**config.mk**
```make
export PLATFORM = sky130hd
export DESIGN_NAME = avl_stream_pkt_arb
export DESIGN_NICKNAME = d
export VERILOG_FILES = /design/src/rtl/avl_stream_pkt_arb.sv
export SDC_FILE = /design/constraint.sdc
export NUM_CORES = 2
export LEC_CHECK = 0
export ABC_AREA = 1
export ABC_CLOCK_PERIOD_IN_PS = 20300
export BUFFER_PORTS_ARGS = -buffer_cell sky130_fd_sc_hd__buf_2
export CORE_AREA = 2 2 615 617
export CTS_CLUSTER_DIAMETER = 50
export DETAILED_ROUTE_END_ITERATION = 10
export DIE_AREA = 0 0 617 619
export HOLD_SLACK_MARGIN = 0.08
export PLACE_DENSITY = 0.3
export SLEW_MARGIN = 20
export SYNTH_ARGS = -nofsm -noshare
export SYNTH_HDL_FRONTEND = slang
export SYNTH_SLANG_ARGS = --single-unit
```
**constraint.sdc**
```tcl
create_clock -name clk -period 20.3 [get_ports clk]
set_input_delay 2.03 -clock clk [delete_from_list [all_inputs] [get_ports clk]]
set_output_delay 2.03 -clock clk [all_outputs]
set_load 0.005 [all_outputs]
```
**src/rtl/avl_stream_pkt_arb.sv**
```systemverilog
// avl_stream_pkt_arb
// Two-input Avalon-ST packet arbiter. It grants whole packets round-robin and
// drives them through one output register stage. In IDLE it drops stray
// non-sop beats (orphans) and counts them in a saturating 16-bit err_cnt.
//
// Optional feature: define AVL_STREAM_PKT_ARB_CHTAG_EN to tag out_channel
// with the source input index instead of passing inN_channel through.
module avl_stream_pkt_arb #(
    parameter int WIDTH = 512,
    parameter int NUM   = 2
) (
    input  logic             clk,
    input  logic             rst,

    input  logic [WIDTH-1:0] in0_data,
    input  logic             in0_valid,
    input  logic             in0_sop,
    input  logic             in0_eop,
    input  logic [5:0]       in0_empty,
    input  logic [NUM-1:0]   in0_channel,
    output logic             in0_ready,

    input  logic [WIDTH-1:0] in1_data,
    input  logic             in1_valid,
    input  logic             in1_sop,
    input  logic             in1_eop,
    input  logic [5:0]       in1_empty,
    input  logic [NUM-1:0]   in1_channel,
    output logic             in1_ready,

    output logic [WIDTH-1:0] out_data,
    output logic             out_valid,
    output logic             out_sop,
    output logic             out_eop,
    output logic [5:0]       out_empty,
    output logic [NUM-1:0]   out_channel,
    input  logic             out_ready,
    input  logic             out_almost_full,

    output logic [15:0]      err_cnt
);

    localparam logic [1:0] IDLE = 2'd0;
    localparam logic [1:0] GNT0 = 2'd1;
    localparam logic [1:0] GNT1 = 2'd2;

    logic [1:0]     state;
    logic [1:0]     state_nxt;
    logic           last_grant;
    logic           rdy0;
    logic           rdy1;
    logic           req0;
    logic           req1;
    logic           orph0;
    logic           orph1;
    logic           out_free;
    logic           fwd0;
    logic           fwd1;
    logic [1:0]     orph_inc;
    logic [16:0]    err_sum;
    logic [NUM-1:0] ch0;
    logic [NUM-1:0] ch1;

    assign req0  = in0_valid &&  in0_sop;
    assign req1  = in1_valid &&  in1_sop;
    assign orph0 = in0_valid && !in0_sop;
    assign orph1 = in1_valid && !in1_sop;

    // The output register can take a beat when it is empty or being drained.
    assign out_free = !out_valid || out_ready;

    // Beats actually forwarded from the granted input this cycle.
    assign fwd0 = (state == GNT0) && in0_valid && out_free;
    assign fwd1 = (state == GNT1) && in1_valid && out_free;

    // Orphans only exist in IDLE; two at once count double.
    assign orph_inc = (state == IDLE) ? ({1'b0, orph0} + {1'b0, orph1}) : 2'd0;
    assign err_sum  = {1'b0, err_cnt} + {15'd0, orph_inc};

`ifdef AVL_STREAM_PKT_ARB_CHTAG_EN
    logic unused_channel;
    assign unused_channel = ^{in0_channel, in1_channel};
    assign ch0 = NUM'(0);
    assign ch1 = NUM'(1);
`else
    assign ch0 = in0_channel;
    assign ch1 = in1_channel;
`endif

    // Ready decode: the granted input follows output space, orphans drain in IDLE.
    always_comb begin
        // NOTE: every output of a combinational block gets a default first so no latch is inferred.
        rdy0 = 1'b0;
        rdy1 = 1'b0;
        case (state)
            IDLE: begin
                rdy0 = orph0;
                rdy1 = orph1;
            end
            GNT0:    rdy0 = out_free;
            GNT1:    rdy1 = out_free;
            default: ;
        endcase
    end

    // Readies are forced low while reset is held, even for orphans.
    assign in0_ready = !rst && rdy0;
    assign in1_ready = !rst && rdy1;

    // Next-state decode: grant new packets in IDLE, release on accepted eop.
    always_comb begin
        state_nxt = state;
        case (state)
            IDLE: begin
                if (!out_almost_full) begin
                    if (req0 && req1)
                        state_nxt = last_grant ? GNT0 : GNT1;
                    else if (req0)
                        state_nxt = GNT0;
                    else if (req1)
                        state_nxt = GNT1;
                end
            end
            GNT0:    if (fwd0 && in0_eop) state_nxt = IDLE;
            GNT1:    if (fwd1 && in1_eop) state_nxt = IDLE;
            default: state_nxt = IDLE;
        endcase
    end

    // FSM, round-robin pointer and saturating orphan counter.
    always_ff @(posedge clk or posedge rst) begin
        if (rst) begin
            state      <= IDLE;
            last_grant <= 1'b1;
            err_cnt    <= 16'd0;
        end else begin
            // NOTE: sequential state uses non-blocking assignments so every register samples pre-edge values.
            state <= state_nxt;
            if (fwd0 && in0_eop)
                last_grant <= 1'b0;
            else if (fwd1 && in1_eop)
                last_grant <= 1'b1;
            err_cnt <= err_sum[16] ? 16'hFFFF : err_sum[15:0];
        end
    end

    // Single output register stage; holds its contents while stalled.
    always_ff @(posedge clk or posedge rst) begin
        if (rst) begin
            // NOTE: the data path is reset too because the outputs must read zero during reset.
            out_valid   <= 1'b0;
            out_sop     <= 1'b0;
            out_eop     <= 1'b0;
            out_data    <= '0;
            out_empty   <= 6'd0;
            out_channel <= '0;
        end else if (out_free) begin
            out_valid <= fwd0 || fwd1;
            if (fwd0) begin
                out_data    <= in0_data;
                out_sop     <= in0_sop;
                out_eop     <= in0_eop;
                out_empty   <= in0_empty;
                out_channel <= ch0;
            end else if (fwd1) begin
                out_data    <= in1_data;
                out_sop     <= in1_sop;
                out_eop     <= in1_eop;
                out_empty   <= in1_empty;
                out_channel <= ch1;
            end
        end
    end

endmodule

```
# ---- Word-level counts from Yosys, hierarchy flattened
# Cells that the tools add are included.
# W data, S select, Z words.
dict set report op_classes {
  n_eq_ne 6
  n_reduce_logical 24
  muxes 24
  add_sub_neg 2
}
# operator count
set ops {}
lappend ops {{$mux W512} 2}
lappend ops {{$mux W2} 10}
lappend ops {{$add A16 B2 Y17} 1}
lappend ops {{$mux W16} 1}
lappend ops {{$logic_and A1 B1 Y1} 13}
lappend ops {{$mux W6} 2}
lappend ops {{$mux W1} 6}
lappend ops {{$pmux W2 S3} 1}
lappend ops {{$logic_not A1 Y1} 4}
lappend ops {{$ne A2 B1 Y1 const B} 2}
lappend ops {{$ne A4 B3 Y1 const B} 1}
lappend ops {{$pmux W1 S2} 2}
lappend ops {{$reduce_and A4 Y1} 1}
lappend ops {{$reduce_bool A2 Y1} 2}
lappend ops {{$add A1 B1 Y2} 1}
lappend ops {{$eq A2 B1 Y1 const B} 1}
lappend ops {{$eq A2 B2 Y1 const B} 1}
lappend ops {{$logic_not A2 Y1} 1}
lappend ops {{$logic_or A1 B1 Y1} 2}
lappend ops {{$ne A2 B2 Y1 const B} 1}
lappend ops {{$reduce_and A2 Y1} 1}
dict set report word_totals {
  regBits 542
}

# ---- Logic depth before layout (Yosys ltp)
dict set report logic_depth {
  word_depth 6
  depth_mapped 16
  ltp_nobuf 14
}

# ---- Worst setup path before layout
# OpenSTA, ideal clock, no wires.
dict set report synth_timing {
  kind {input port to output port}
  start {in out_ready}
  end {out in0_ready}
  stages 6
  path_buffers 2
  slack_ps 15315
  arrival_ps 2955
  cell_sequence {inv_1 nand2_2 clkbuf_1 clkbuf_1 nand2_1 a21oi_1}
}
dict set report synth_via {
  elab_chain_len 3
}
# item line
set synth_lines {}
lappend synth_lines {{start: declaration} 37} ;# input logic out_ready,
lappend synth_lines {{$logic_or A1 B1 Y1} 70} ;# assign out_free = !out_valid || out_ready;
lappend synth_lines {{$pmux W1 S2} 95} ;# case (state)
lappend synth_lines {{$logic_and A1 B1 Y1} 107} ;# assign in0_ready = !rst && rdy0;
lappend synth_lines {{end: declaration} 21} ;# output logic in0_ready,
# No other way between the ends.

# ---- Final worst setup path
dict set report layout_timing {
  start {in out_ready}
  end {reg out_data[477]}
}
dict set report layout_via {
  elab_chain_len 4
}
# item line
set layout_lines {}
lappend layout_lines {{$logic_or A1 B1 Y1 *} 70}
lappend layout_lines {{$logic_and A1 B1 Y1, on equally long branches} {73, 74}}
lappend layout_lines {{$reduce_bool A2 Y1 (no source line)} --}
lappend layout_lines {{$reduce_and A2 Y1 (no source line)} --}
lappend layout_lines {{end signal: assignment} 160} ;# out_data <= in0_data;
lappend layout_lines {{end signal: assignment} 166} ;# out_data <= in1_data;
lappend layout_lines {{end: declaration} 31} ;# output logic [WIDTH-1:0] out_data,
# Every way passes the cells marked *; elsewhere a longest branch is shown, timed or not.
# A chain may end at the register's enable or synchronous reset.

==> results.cfg <==
[status]
outcome = complete, no violations

[finish]
final_area_um2 = 44200
areaGrowthSynthToFinish_pct = 68.4
drive_gt1_share_pct = 40.2
multi_input_area_um2 = 11100
final_cells = 9684
seqCellArea_um2 = 13600
fin_nets = 5603
num-fill-cells = 43734

[logic_synthesis]
synth.top_cell.area_share_pct = 51.6
async_reset_ff_share_pct = 100
yosysTopAreaCell = dfrtp_1
ys_seq_area_share_pct = 51.7
avgSynthCellArea_um2 = 8.41
yosys-top-cells-count = 570 x nand2_1, 541 x dfrtp_1, 541 x nor2_1, 524 x nand4_1, 522 x a31oi_1
syn_area_um2 = 26200
yosysWarnings = 0
ys_types = 24
synth-edff-count = 0
synthFlopType = dfrtp_1
syn-num-nets = 4175
synth.most_common_cell = nand2_1
synth_cells = 3121
synthTopCellsByArea = dfrtp_1 52%, nand4_1 12%, a31oi_1 12%
yosys_register_bits = 542

[worst_setup_path]
critPathMostFrequentCell = buf_4
timing.rr.start = out_valid
max_stage_delay_ns = 0.92
cp_slowest_cell = nand2_8
path_max_fanout = 126
worstPathCellList = buf_2 > inv_1 > nand2_8 > nand3_4 > nand2_8 > buf_4 > buf_4 > buf_4 > buf_4 > nor2_1 > a31oi_1
reg2reg_to = out_data[477]
cp.arrival_ns = 7.77
crit_buf_inv = 6
worstSetupEndpointType = flop
path_delay_family = buffers and inverters
cp-start-kind = primary input
worstRegToRegCells = 9
rrSetupSlack_ns = 14.12
path_class = in2reg
crit_required_ns = 20.98

[floorplan]
die_area_um2 = 382000
ios = 1591
rows = 225
die_h_um = 619
initial_core_util_pct = 7.00
die_w_um = 617
coreArea_um2 = 375000

[cts]
cts.path.max_buffers = 4
clockRootBuffer = clkbuf_16
cts_setup_buffers = 0
path_clk_slew_ns = 0.05
clock_sinks = 542
cts_hold_buf = 0
tritoncts.num_buffers = 135
ctsResizeCount = 0
htree_num_levels = 4
cts_tree = yes
insertion_delay_ns = 0.81

[global_routing]
grt_pass1_vias = 32843
grt_pass1_wl_um = 363000
grt_usage_pct = 14.4
grt_max_degree = 184
antenna_found_initial = 153
overflow = 0

[pwr]
clock_power_share_pct = 32.4
switching_share_pct = 45.3
irDropWorstVdd_mv = 0.0673
leakage_nw = 18.8
seqPwrFrac_pct = 27.7
power.density_nw_per_um2 = 163
intPower_mw = 3.94
power_switching_mw = 3.27
comb_power_share_pct = 39.8

[routing]
drc = 0
wl_um = 288000
dr.pass1.iters = 8
vias_per_cell = 3.43
vias = 33172
drt_iter0_drc = 2635
routedWlPerCell_um = 29.8
ant_nets = 0

[placement]
post_dp_cell_area_um2 = 39400
portBuffers = 1590
gp_congestion = 0.941
hpwl_um = 242000
dp_cells = 9405

[timing]
setup_violations = 0
tightest_slew_ns = 1.11
holdWs_ns = 0.497
relSlewSlack_pct = 25.7
min_period_ns = 7.09
rsz0062_at_grt = false
max_freq_ghz = 0.141
final.period_utilization_pct = 34.9
hold_violations = 0
drv_slew = 0
fin_worst_skew_ns = 0.0542
fin_setup_tns_ns = 0

[flow_run]
cap_violations = 0

[min_path]
hold_end = last_grant
min_delay_path_depth = 2
hp-start = last_grant
hp-class = reg2reg
## cell families (layout without fill, tap and decap cells)
| group | count (synthesis) | after routing | synth area share [%] |
|---|---|---|---|
| xor gates and xnor gates | 5 | 5 | 0.167 |
| adders and majority gates | 4 | 4 | 0.219 |
| and+or+nand+nor | 1661 | 1661 | 28.9 |
| DFF | 542 | 542 | 51.7 |
| buffers and inverters | 375 | 1908 | 6.35 |
| other | 0 | 36 | 0 |
| AOI/OAI and AO/OA | 534 | 534 | 12.7 |
## worst max path at each step
| stage | startpoint | end | slack [ns] | cells after the start |
|---|---|---|---|---|
| floorplan | rst | err_cnt[0] | 3.12 | 1 |
| global placement | out_ready | out_data[476] | 12.28 | 11 |
| detailed placement | out_ready | out_data[477] | 12.22 | 11 |
| CTS | out_ready | out_data[477] | 13.10 | 11 |
| global route | out_ready | out_data[477] | 12.65 | 11 |
| finish | out_ready | out_data[477] | 13.21 | 11 |
## worst min-delay path, cell delays in order, from the launching register on
cell and delay [ns]:
dfstp_2 0.37, nand3_1 0.07, nand2_1 0.05
## power by group through the flow
stage	Combinational, mW	Clock [mW]	Sequential, mW
after floorplan	0.981	0	1.94
after global placement	2.99	0	2.00
after detailed placement	2.99	0	2.01
after CTS	3.00	2.43	2.00
after global routing	3.14	2.46	2.06
final	2.87	2.34	2.00
## metal layers
metal	vias to the layer above	GRT usage, %	share of wire, %	wire (µm)
met4	72	4.54	3.7	10600
li1	14261	-	-	-
met3	491	6.31	11	31400
met5	-	0	0.17	478
met2	1695	22.9	45	130000
met1	16653	17.4	40	116000
## sequential cells by signal, summed over array words and instances, names as in the netlist
signal       count
err_cnt         16
out_valid        1
state            2
last_grant       1
out_channel      2
out_sop          1
out_empty        6
out_data       512
out_eop          1
## through the flow
step                setup slack (ns)  utilization, %  power [mW]
floorplan                       3.12               -        2.92
global placement               12.28            10.5        4.99
detailed placement             12.22            10.5        5.00
CTS                            13.10            11.8        7.42
global route                   12.65            11.8        7.66
finish                         13.21            11.8        7.20
## final cells by class
type	count	area share [%]
sequential	542	30.7
multi-input combinational	2204	25.0
timing repair buffer	1639	19.1
tap	4994	14.1
clock buffer	171	8.38
clock inverter	71	2.26
inverter	27	0.246
antenna	36	0.204
## cell usage in the layout, fill, tap and decap left out, drive strengths merged
cell	Yosys	layout
clkinvlp	0	9
clkbuf	208	171
o21bai	1	1
nand2	572	572
fa	1	1
diode	0	36
dfrtp	541	541
nor3	3	3
nand4	524	524
nand3b	1	1
buf	140	1639
inv	27	38
nor2	542	542
a31oi	522	522
xor2	5	5
clkinv	0	34
bufinv	0	17
dfstp	1	1
o21ai	7	7
nand3	19	19
ha	3	3
a21oi	4	4
Power figures use the tool's default switching activity.
